[src/rtl/sipo_pkg.sv]
// Shared types and defaults for the serial-in/parallel-out receiver.
// SIPO_RX_PARITY_EN adds the PARITY framing state.
package sipo_pkg;

  localparam int WIDTH_DEFAULT = 4;

`ifdef SIPO_RX_PARITY_EN
  typedef enum logic {
    ST_DATA   = 1'b0,
    ST_PARITY = 1'b1
  } state_t;
`else
  typedef enum logic {
    ST_DATA = 1'b0
  } state_t;
`endif

endpackage

[src/rtl/sipo_out_buf.sv]
// Valid/ready holding register for completed words, with sticky overrun
// when a word arrives while the previous one is still unconsumed.
module sipo_out_buf #(
  parameter int WIDTH = 4
) (
  input  logic             clk,
  input  logic             rst,
  input  logic             load,
  input  logic [WIDTH-1:0] load_data,
  input  logic             load_perr,
  input  logic             ready,
  output logic [WIDTH-1:0] data,
  output logic             valid,
  output logic             overrun,
  output logic             perr
);

  logic [WIDTH-1:0] data_reg;
  logic             valid_reg;
  logic             overrun_reg;
  logic             perr_reg;

  always_ff @(posedge clk) begin
    if (rst) begin
      data_reg    <= '0;
      valid_reg   <= 1'b0;
      overrun_reg <= 1'b0;
      perr_reg    <= 1'b0;
    end else if (load) begin
      // A handshake on the completing edge frees the slot for the new word.
      if (!valid_reg || ready) begin
        data_reg  <= load_data;
        perr_reg  <= load_perr;
        valid_reg <= 1'b1;
      end else begin
        overrun_reg <= 1'b1;
      end
    end else if (valid_reg && ready) begin
      valid_reg <= 1'b0;
    end
  end

  assign data    = data_reg;
  assign valid   = valid_reg;
  assign overrun = overrun_reg;
  assign perr    = perr_reg;

endmodule

[src/rtl/sipo_rx.sv]
// Serial-to-parallel receiver, MSB first, with sync-based reframing.
// Define SIPO_RX_PARITY_EN to expect an even-parity bit after each word.
module sipo_rx
  import sipo_pkg::*;
#(
  parameter int WIDTH = WIDTH_DEFAULT
) (
  input  logic             clk,
  input  logic             rst,
  input  logic             shift_en,
  input  logic             sync,
  input  logic             serial_in,
  input  logic             out_ready,
  output logic [WIDTH-1:0] parallel_out,
  output logic             out_valid,
  output logic             overrun,
  output logic             parity_err
);

  localparam int CNT_W = $clog2(WIDTH);

  logic [WIDTH-1:0] shift_reg;
  logic [CNT_W-1:0] bit_cnt_reg;
  state_t           state_reg;

  logic             take_bit;
  logic             last_data;
  logic [WIDTH-1:0] shift_next;
  logic             word_done;
  logic [WIDTH-1:0] word_data;
  logic             word_perr;
  logic             buf_perr;

  assign take_bit   = shift_en && !sync;
  assign last_data  = (bit_cnt_reg == CNT_W'(WIDTH - 1));
  assign shift_next = {shift_reg[WIDTH-2:0], serial_in};

`ifdef SIPO_RX_PARITY_EN
  // The word is already fully shifted in; the parity bit completes it.
  always_comb begin
    word_done = take_bit && (state_reg == ST_PARITY);
    word_data = shift_reg;
    word_perr = ^{shift_reg, serial_in};
  end
`else
  always_comb begin
    word_done = take_bit && (state_reg == ST_DATA) && last_data;
    word_data = shift_next;
    word_perr = 1'b0;
  end
`endif

  always_ff @(posedge clk) begin
    if (rst || sync) begin
      shift_reg   <= '0;
      bit_cnt_reg <= '0;
      state_reg   <= ST_DATA;
    end else if (take_bit) begin
`ifdef SIPO_RX_PARITY_EN
      if (state_reg == ST_PARITY) begin
        state_reg <= ST_DATA;
      end else begin
        shift_reg   <= shift_next;
        bit_cnt_reg <= last_data ? '0 : bit_cnt_reg + CNT_W'(1);
        if (last_data) begin
          state_reg <= ST_PARITY;
        end
      end
`else
      shift_reg   <= shift_next;
      bit_cnt_reg <= last_data ? '0 : bit_cnt_reg + CNT_W'(1);
      state_reg   <= ST_DATA;
`endif
    end
  end

  sipo_out_buf #(
    .WIDTH(WIDTH)
  ) u_out_buf (
    .clk      (clk),
    .rst      (rst),
    .load     (word_done),
    .load_data(word_data),
    .load_perr(word_perr),
    .ready    (out_ready),
    .data     (parallel_out),
    .valid    (out_valid),
    .overrun  (overrun),
    .perr     (buf_perr)
  );

`ifdef SIPO_RX_PARITY_EN
  assign parity_err = buf_perr;
`else
  assign parity_err = 1'b0 & buf_perr;
`endif

endmodule
[config.mk]
export PLATFORM = sky130hd
export DESIGN_NAME = sipo_rx
export DESIGN_NICKNAME = d
export VERILOG_FILES = /design/src/rtl/sipo_pkg.sv /design/src/rtl/sipo_out_buf.sv /design/src/rtl/sipo_rx.sv
export SDC_FILE = /design/constraint.sdc
export NUM_CORES = 1
export LEC_CHECK = 0
export CORE_AREA = 5 5 42 44
export CTS_CLUSTER_DIAMETER = 150
export DETAILED_ROUTE_END_ITERATION = 8
export DIE_AREA = 0 0 47 49
export PLACE_DENSITY = 0.67
export SLEW_MARGIN = 25
export SYNTH_ARGS = -nofsm -noshare
export SYNTH_HDL_FRONTEND = slang
export SYNTH_HIERARCHICAL = 1
export SYNTH_SLANG_ARGS = --single-unit
[constraint.sdc]
create_clock -name clk -period 2.2 [get_ports clk]
set_input_delay 0.33 -clock clk [delete_from_list [all_inputs] [get_ports clk]]
set_output_delay 0.33 -clock clk [all_outputs]
set_load 0.02 [all_outputs]
# Yosys cells after proc, flatten, opt, wreduce, memory -nomap -nowiden
# Cells that the tools add are included.
dict set report word_totals {
  ramBits 0
  n_memories 0
  word_cells 24
  inputBits 6
  latch_bits 0
  rom_bits 0
  reg_bits 11
  out_inout_bits 7
}
dict set report classes {
  n_eq_ne 2
  reduce_logical 11
  magnitude_cmp 0
  n_mux 4
  shifts 0
  multipliers 0
  bitwise 1
  addsub 1
  div_mod_pow 0
}
# operator count
set ops {}
lappend ops {{2-bit AND reduction} 3}
lappend ops {{1-bit logical AND} 3}
lappend ops {{1-bit 2-to-1 mux} 3}
lappend ops {{2-bit by 1-bit adder with 2-bit output (second input constant)} 1}
lappend ops {{2-bit equality test (second input constant)} 1}
lappend ops {{1-bit logical NOT} 2}
lappend ops {{1-bit logical OR} 2}
lappend ops {{2-bit 2-to-1 mux} 1}
lappend ops {{2-bit inequality test (second input constant)} 1}
lappend ops {{2-bit nonzero test} 1}
lappend ops {{1-bit NOT} 1}

# Depth between registers and ports, before layout
dict set report logic_depth {
  depth_word 5
  depth_mapped 5
  depth_no_buf 4
}

# Modules after synthesis
# Netlist, hierarchy kept.
# mod seq_area_each_um2 cells_each area_each_um2 n_inst
set modules_own_cells {}
lappend modules_own_cells {sipo_out_buf 140.1 30 306.5 1}
lappend modules_own_cells {sipo_rx 100.1 21 231.5 1}

# Least setup slack after synthesis
# No wires, ideal clock.
dict set report synth_timing {
  path_kind {flip-flop to flip-flop}
  from {register bit_cnt_reg[0]}
  to {register u_out_buf.data_reg[0] (netlist: u_out_buf/data[0])}
  setup_time_ns 0.118
  synth_period_minus_slack_ns 1.150
  t_arrival_ns 1.032
  path_stages_with_launch 6
  setup_slack_ns 1.050
  required_ns 2.082
  path_buffers 1
  path_cell_list {dfxtp_1 -> ha_1 -> and3b_1 -> nor2b_2 -> buf_6 -> mux2i_1}
}
dict set report synth_via {
  elab_chain_len 3
}
# item line
set synth_lines {}
lappend synth_lines {{start: declaration} sipo_rx.sv:23} ;# logic [CNT_W-1:0] bit_cnt_reg;
lappend synth_lines {{start signal: assignment} sipo_rx.sv:71} ;# bit_cnt_reg <= last_data ? '0 : bit_cnt_reg + CNT_W'(1);
lappend synth_lines {{2-bit equality test} sipo_rx.sv:35} ;# assign last_data = (bit_cnt_reg == CNT_W'(WIDTH - 1));
lappend synth_lines {{1-bit logical AND} sipo_rx.sv:47} ;# word_done = take_bit && (state_reg == ST_DATA) && last_data;
lappend synth_lines {{via word_done} sipo_rx.sv:29} ;# logic word_done;
lappend synth_lines {{2-bit AND reduction (no line)} n/a}
lappend synth_lines {{end signal: assignment} sipo_out_buf.sv:32} ;# data_reg <= load_data;
lappend synth_lines {{end: declaration} sipo_out_buf.sv:18} ;# logic [WIDTH-1:0] data_reg;
# The timed path passes the listed nets, and every way through them passes these cells.
# A chain may end at the register's enable or synchronous reset.

# Worst setup path in the final report
dict set report layout_timing {
  from {register u_out_buf.overrun_reg (netlist: u_out_buf/overrun)}
  to {output port overrun}
}
# item line
set layout_rtl {}
lappend layout_rtl {{start: declaration} sipo_out_buf.sv:20} ;# logic overrun_reg;
lappend layout_rtl {{start signal: assignment} sipo_out_buf.sv:27} ;# overrun_reg <= 1'b0;
lappend layout_rtl {{start signal: assignment} sipo_out_buf.sv:36} ;# overrun_reg <= 1'b1;
lappend layout_rtl {{end: declaration} sipo_rx.sv:16} ;# output logic overrun,
# No word-level cell between the ends.

==> impl_results.md <==
* Status: finished clean
* Multi-input logic area at 241 µm²
* TritonCTS clock tree: built
* Clock Path Buffers at 2
* Final min period at ~1500 ps
* Finish-stage setup viols at 0
* Total I/O pin count at 13
* Die area at 2300 µm²
* Post-Route WL at just under 800 µm
* Reg clk slew, reported paths at ~70 ps
* Largest register FFs at 4
* CP delay by family, top: buffers and inverters
* H-tree levels at 1
* Vias after detailed routing at about 340
* Final Max Tran Viols at 0
* Worst Path Buf+Inv at 1
* Die height at between 40 and 50 µm
* GRT Total Usage at 7.99%
* Period utilisation layout at approximately 70%
* Sink Count at 11
* Post-CTS sizing at 0
* P_leak at approximately 0.23 nW
* CTS Buf Count at 3
* Share of layout cells above drive strength 1 at about a tenth
* DIE WIDTH at ~47 µm
* Vias in the first global route at 295
* Fmax at 648 MHz
* Drt initial violations at 2
* Cell Rows at 14
* Slowest-stage cell, CP: clkdlybuf4s50_1
* Clk_lat worst skew at roughly 270 ps
* Grt met1 use at roughly a tenth
* HPWL Detailed at around 590 µm
* Largest net degree at the start of global routing at 16
* Mapped cell area at just under 500 µm²
* Antenna Nets Post-Route at 0
* Layout area overhead at 24.7%
* Port bufs at 11
* Crit path launch type: flop
* Antenna violations before repair at 0
* Post-Route Setup TNS at 0 ps
* Vias per inst at about 4.6
* Critical path, cell by cell: clkdlybuf4s50_1
* Critical-path maximum fanout at 2
* Root Buffer: clkbuf_4
* Filler Cells Inserted at roughly 150
* Power Density at about 600 nW/µm²
* Crit path kind: flop to output pin
* Drt pass-1 iters at 4
* Max Cap Viol at 0
* Syn Area/Cell at roughly 11 µm²
* DRC violations left at 0
* Total Power at 0.369 mW
* GR peak layer: met2
* Avg WL per Cell at between 10 and 15 µm
* Overflow after GRT at 0
* Layout Utilization at about 44%
* Count of final hold-check violations at 0
* Met2 Use GR at 9.95%
* CP Data Arrival Time at around 1200 ps
* Syn Nets at 54
* Setup Buffers After CTS at 0
* Synth warn at 6
* First-pass GRT wire length at roughly 1.2 mm
* Max VDD drop at approximately 390 µV
* Cells after Synth at 47
* Crit end category: output pin
* Hold_buf cts at 0
* Met3 Resource Use GR at under 10%
* Core Area at 1400 µm²
* CP max stage delay at 600 ps
* RSZ-0062 raised after global routing: false
* Min-Delay Path Class: flop to flop
* Number of diodes at 0
* Required time of the critical path at 1870 ps
* Starting Density at between 30% and 40%
* Nets@finish at 66
* Reg area at between 200 and 250 µm²
* Routability-driven placement congestion ratio at about 0.74
* Clock Skews at 2.13 ps
[worst register-to-register path: cells and delay by family, from the launching register on]
| family | cells | cell delay (ps) |
|---|---|---|
| flops | 1 | 360 |
| simple gates | 2 | 480 |
| fa+ha+maj | 1 | 180 |
| mux | 1 | 240 |
[power breakdown]
| part | total, mW | switching, mW | internal, mW |
|---|---|---|---|
| clock | 0.139 | 0.0688 | 0.0703 |
| sequential | 0.202 | 0.00134 | 0.201 |
| combinational | 0.0274 | 0.0121 | 0.0153 |
[cells in the final DEF, fill, tap and decap left out]
| cell | count |
|---|---|
| and3b_1 | 1 |
| clkdlybuf4s50_1 | 11 |
| dfxtp_1 | 11 |
| clkbuf_4 | 3 |
| a21oi_1 | 1 |
| a211oi_2 | 1 |
| mux2i_1 | 8 |
| conb_1 | 1 |
| nor2b_2 | 1 |
| nor3_1 | 4 |
| nor2b_4 | 1 |
| nand2b_1 | 9 |
| or3b_1 | 1 |
| ha_1 | 1 |
| clkbuf_1 | 1 |
| nor2_1 | 3 |
[per-stage QoR]
step                setup WS, ps  std cells  hold slack (ps)  instance area (µm²)
floorplan                   1060         47              395                  495
global placement             437         70              473                  592
detailed placement           352         70              463                  592
CTS                          646         74              483                  618
global route                 541         74              491                  618
finish                       657         74              477                  618
[per-layer routing]
| metal | part of all wire [%] | wire [µm] |
|---|---|---|
| met5 | 0 | 0 |
| met4 | 5.4 | 42 |
| met3 | 7.6 | 59 |
| met2 | 42 | 326 |
| met1 | 45 | 344 |
[path summary, 6_finish.rpt]
| kind | startpoint | end | slack (ps) | depth (start not counted) |
|---|---|---|---|---|
| setup reg to reg | bit_cnt_reg[0] | u_out_buf/data[0] | 870 | 4 |
| setup / recovery | u_out_buf/overrun | overrun | 660 | 1 |
| hold reg to reg | u_out_buf/data[2] | u_out_buf/data[2] | 480 | 2 |
| hold / removal | u_out_buf/data[2] | u_out_buf/data[2] | 480 | 2 |
[final cells by class]
class / instances / share of cell area, %
flip-flops and latches: 11 / 35.6
repair buffers: 11 / 17.8
clock buffers: 4 / 4.25
multi-input cells: 32 / 39.1
well taps: 16 / 3.24
Power figures use the tool's default switching activity.
